File: src/rtl/ysyx_25020047_pkg.sv
// Shared types and constants for the ysyx_25020047 instruction fetch unit.
package ysyx_25020047_pkg;

  localparam int          INST_W   = 32;
  localparam logic [31:0] RESET_PC = 32'h8000_0000;
  localparam logic [31:0] NOP_INST = 32'h0000_0013;

  typedef enum logic [1:0] {
    IDLE = 2'd0,
    REQ  = 2'd1,
    WAIT = 2'd2,
    HOLD = 2'd3
  } ifu_state_t;

endpackage

File: src/rtl/ysyx_25020047_ifu.sv
// Instruction fetch unit: one outstanding word read, registered result handed to decode.
// Optional macro IFU_ALIGN_CHECK_EN turns a misaligned fetch PC into a local fault.
module ysyx_25020047_ifu
  import ysyx_25020047_pkg::*;
(
  input  logic              clk,
  input  logic              rst,
  input  logic              redirect_valid,
  input  logic [31:0]       redirect_pc,
  output logic              mem_req_valid,
  input  logic              mem_req_ready,
  output logic [31:0]       mem_req_addr,
  input  logic              mem_rsp_valid,
  input  logic [INST_W-1:0] mem_rsp_data,
  input  logic              mem_rsp_err,
  output logic              inst_valid,
  input  logic              inst_ready,
  output logic [INST_W-1:0] inst,
  output logic [31:0]       inst_pc,
  output logic              inst_fault,
  output ifu_state_t        o_dbg_state
);

  // Handshakes: a transfer happens on a rising edge where valid && ready; once
  // raised, valid and its payload hold until that edge (or a redirect squashes it).
  ifu_state_t        r_state;
  ifu_state_t        w_state_nxt;
  logic [31:0]       r_fetch_pc;
  logic [31:0]       w_fetch_pc_nxt;
  logic              r_drop;
  logic              w_drop_nxt;
  logic [INST_W-1:0] r_inst;
  logic [INST_W-1:0] w_inst_nxt;
  logic [31:0]       r_inst_pc;
  logic [31:0]       w_inst_pc_nxt;
  logic              r_inst_fault;
  logic              w_inst_fault_nxt;
  logic              w_misaligned;
  logic              w_req_fire;

`ifdef IFU_ALIGN_CHECK_EN
  assign w_misaligned = |r_fetch_pc[1:0];
`else
  assign w_misaligned = 1'b0;
`endif

  assign mem_req_valid = (r_state == REQ) && !w_misaligned;
  assign mem_req_addr  = r_fetch_pc;
  assign w_req_fire    = mem_req_valid && mem_req_ready;
  assign inst_valid    = (r_state == HOLD);
  assign inst          = r_inst;
  assign inst_pc       = r_inst_pc;
  assign inst_fault    = r_inst_fault;
  assign o_dbg_state   = r_state;

  always_comb begin
    w_state_nxt      = r_state;
    w_fetch_pc_nxt   = r_fetch_pc;
    w_drop_nxt       = r_drop;
    w_inst_nxt       = r_inst;
    w_inst_pc_nxt    = r_inst_pc;
    w_inst_fault_nxt = r_inst_fault;
    unique case (r_state)
      IDLE: begin
        if (redirect_valid) w_fetch_pc_nxt = redirect_pc;
        w_state_nxt = REQ;
      end
      REQ: begin
        if (redirect_valid) begin
          w_fetch_pc_nxt = redirect_pc;
          if (w_req_fire) begin
            w_state_nxt = WAIT;
            w_drop_nxt  = 1'b1;
          end
        end else if (w_misaligned) begin
          w_state_nxt      = HOLD;
          w_inst_nxt       = NOP_INST;
          w_inst_pc_nxt    = r_fetch_pc;
          w_inst_fault_nxt = 1'b1;
        end else if (w_req_fire) begin
          w_state_nxt = WAIT;
        end
      end
      WAIT: begin
        if (redirect_valid) begin
          w_fetch_pc_nxt = redirect_pc;
          if (mem_rsp_valid) begin
            w_state_nxt = REQ;
            w_drop_nxt  = 1'b0;
          end else begin
            w_drop_nxt = 1'b1;
          end
        end else if (mem_rsp_valid) begin
          // A squashed request still owes us its response; swallow it here.
          if (r_drop) begin
            w_drop_nxt  = 1'b0;
            w_state_nxt = REQ;
          end else begin
            w_inst_nxt       = mem_rsp_err ? NOP_INST : mem_rsp_data;
            w_inst_pc_nxt    = r_fetch_pc;
            w_inst_fault_nxt = mem_rsp_err;
            w_fetch_pc_nxt   = r_fetch_pc + 32'd4;
            w_state_nxt      = HOLD;
          end
        end
      end
      HOLD: begin
        if (redirect_valid) begin
          w_fetch_pc_nxt = redirect_pc;
          w_state_nxt    = REQ;
        end else if (inst_ready) begin
          w_state_nxt = REQ;
        end
      end
      default: w_state_nxt = IDLE;
    endcase
  end

  always_ff @(posedge clk or posedge rst) begin
    if (rst) begin
      r_state      <= IDLE;
      r_fetch_pc   <= RESET_PC;
      r_drop       <= 1'b0;
      r_inst       <= '0;
      r_inst_pc    <= '0;
      r_inst_fault <= 1'b0;
    end else begin
      r_state      <= w_state_nxt;
      r_fetch_pc   <= w_fetch_pc_nxt;
      r_drop       <= w_drop_nxt;
      r_inst       <= w_inst_nxt;
      r_inst_pc    <= w_inst_pc_nxt;
      r_inst_fault <= w_inst_fault_nxt;
    end
  end

endmodule

File: config.mk
export PLATFORM = sky130hd
export DESIGN_NAME = ysyx_25020047_ifu
export DESIGN_NICKNAME = d
export VERILOG_FILES = /design/src/rtl/ysyx_25020047_pkg.sv /design/src/rtl/ysyx_25020047_ifu.sv
export SDC_FILE = /design/constraint.sdc
export NUM_CORES = 1
export LEC_CHECK = 0
export ABC_AREA = 1
export CORE_MARGIN = 3
export CORE_UTILIZATION = 49
export DETAILED_ROUTE_END_ITERATION = 16
export GPL_ROUTABILITY_DRIVEN = 0
export PLACE_DENSITY_LB_ADDON = 0.05
export RECOVER_POWER = 50
export SYNTH_ARGS = -nofsm -noshare
export SYNTH_HDL_FRONTEND = slang
export SYNTH_SLANG_ARGS = --single-unit
File: constraint.sdc
create_clock -name clk -period 8.4 [get_ports clk]
set_input_delay 2.1 -clock clk [delete_from_list [all_inputs] [get_ports clk]]
set_output_delay 2.1 -clock clk [all_outputs]
set_load 0.1 [all_outputs]
==> flow_metrics.env <==
export IMPL_clock_skew_ps=13.0
export IMPL_yosys_area_top_type="dfrtp_1"
export IMPL_finalCriticalPeriod_ps=5530
export IMPL_die_height_um=107
export IMPL_vias=4715
export IMPL_synthFlopType="dfrtp_1"
export IMPL_clkTransAtPathRegs_ps=100
export IMPL_viasPerCell=5.18
export IMPL_synth_seq_area_share=0.497
export IMPL_htreeDepth=3
export IMPL_synth_most_common_cell="nand2_1"
export IMPL_cts_buffers=9
export IMPL_critPathArrivalTime_ps=5800
export IMPL_hold_buffers=0
export IMPL_antenna_found_initial=0
export IMPL_post_cts_setup_buffer_count=0
export IMPL_status="finished, violations left"
export IMPL_crit_required_ps=8670
export IMPL_postPlaceCellArea_um2=6800
export IMPL_reg2reg_from="o_dbg_state[0]"
export IMPL_end_kind="flip-flop"
export IMPL_setup_viol=0
export IMPL_syn_num_nets=688
export IMPL_period_share=0.658
export IMPL_rsz0062_at_grt="false"
export IMPL_cts_tree="yes"
export IMPL_nNetsFinal=847
export IMPL_synth_edff_count=0
export IMPL_yosysTopAreaCellShare=0.492
export IMPL_ys_types=36
export IMPL_regToRegSetupSlack_ps=4450
export IMPL_wl_per_cell_um=15.2
export IMPL_final_max_slew_viol_count=51
export IMPL_core_area_um2=9860
export IMPL_start_util=0.511
export IMPL_clk_latency_ps=370
export IMPL_syn_inst=613
export IMPL_tightest_slew_ps=2960
export IMPL_clockBufferDepth=2
export IMPL_cts_root_buf="clkbuf_8"
export IMPL_max_freq_ghz=0.181
export IMPL_drive_above_1_share=0.0644
export IMPL_grt_max_degree=94
export IMPL_cts_sinks=100
export IMPL_drc=0
export IMPL_syn_area_um2=5040
export IMPL_placed_cells=894
export IMPL_die_w_um=107
export IMPL_min_delay_start="inst_pc[31]"
export IMPL_n_antenna_cell=0
export IMPL_worstHoldPathCells=2
export IMPL_reg2regPathDepth=9
export IMPL_setup_worst_path_start_class="primary input"
export IMPL_grt_overflow=0
export IMPL_firstDrtPassIters=5
export IMPL_dieArea_um2=11500
export IMPL_synth_commonest_cells="nand2_1 (182), dfrtp_1 (99), inv_1 (60)"
export IMPL_avgSynthCellArea_um2=8.22
export IMPL_grt_pass1_wl_um=22700
export IMPL_worstReg2RegEnd="mem_req_addr[16]"
export IMPL_dp_hpwl_um=10100
export IMPL_finalNonFillerCells=910
export IMPL_crit_fanout=50
export IMPL_violations="capacitance limit, slew limit"
export IMPL_tns_ps=0
export IMPL_drt_initial_drc_count=303
export IMPL_hold_end="inst_pc[31]"
export IMPL_maxCapViolations=1
export IMPL_core_rowCount=36
export IMPL_grt_pass1_vias=4642
export IMPL_fillers=815
export IMPL_syn_to_final_growth_pct=39.2
export IMPL_drt_total_wl_um=13800
export IMPL_ys_async_sr_fraction=1.00
export IMPL_port_buffers=171
export IMPL_fin_area_um2=7010
export IMPL_cts_resized=0
export IMPL_grt_use_total=0.245
export IMPL_slew_headroom=-0.982
export IMPL_ant_nets=0
export IMPL_hp_class="flip-flop to flip-flop"
export IMPL_io_pins=172
export IMPL_synth_area_leaders="dfrtp_1 (49%), nand2_1 (14%), a22o_1 (5.0%)"
export IMPL_final_hold_violation_count=0
export IMPL_ys_ff_latch=100
export IMPL_criticalPathCategory="primary input to flip-flop"
export IMPL_yosys_warnings=0
==> final cells by class <==
cell class	instances	area, um2	area share
timing repair buffer	173	1730	0.246
clock inverter	6	93.8	0.0134
inverter	68	258	0.0368
clock buffer	10	128	0.0182
sequential	100	2500	0.357
multi-input combinational	420	2130	0.304
tap	133	166	0.0237
==> metal layers <==
layer | up-vias | GRT usage | part of all wire
met5 | - | 0 | 0
met4 | 0 | 0.0649 | 0.012
met3 | 16 | 0.0492 | 0.067
met2 | 163 | 0.419 | 0.49
met1 | 2235 | 0.319 | 0.43
li1 | 2301 | - | -
==> cells in the final DEF, fill, tap and decap left out, drive strengths merged, types with 3 or more instances in the layout <==
| cell type | count |
|---|---|
| nand2 | 191 |
| inv | 65 |
| clkdlybuf4s50 | 169 |
| o22ai | 9 |
| o22a | 3 |
| nor3 | 4 |
| nand3 | 36 |
| ha | 4 |
| a21oi | 11 |
| dfrtp | 99 |
| nor2 | 55 |
| or2 | 3 |
| o21ai | 67 |
| clkinv | 5 |
| clkbuf | 10 |
| a22o | 29 |
==> flip-flops by register name, summed over array words and instances (netlist names) <==
signal / count
mem_req_addr: 32
inst_fault: 1
inst: 32
inst_pc: 32
o_dbg_state: 2
r_drop: 1
==> metrics by stage <==
stage	util	worst slack, ps	hold WS (ps)
CTS	0.712	3900	496
finish	0.711	2870	493
global placement	0.689	3640	466
floorplan	-	3680	472
detailed placement	0.689	3480	470
global route	0.711	2330	521
==> worst max path at each step <==
stage | startpoint | endpoint | cells after the start
finish | redirect_valid | mem_req_addr[16] | 7
global route | redirect_valid | mem_req_addr[16] | 7
detailed placement | redirect_valid | inst[4] | 7
floorplan | rst | inst[0] | 1
global placement | redirect_valid | inst[0] | 7
CTS | redirect_valid | inst[4] | 7
==> kinds of logic (layout without fill, tap and decap cells) <==
group           after synthesis  count (layout)  synth area share
compound gates              122             122             0.149
xor+xnor                      1               1           0.00174
fa+ha+maj                     4               4           0.00994
buf+inv                      93             257            0.0793
flops                       100             100             0.497
simple gates                293             293             0.263
==> worst max-delay path, stage by stage <==
cell and delay [ps]:
dlygate4sd3_1 630, nor2_1 2210, nand2_1 350, nor3_1 250
o21ai_1 80, nand2_1 110, inv_1 40
Power is left out: the tool's default activity adds up to more than one toggle a clock period on the data nets, which glitch-free logic cannot reach.
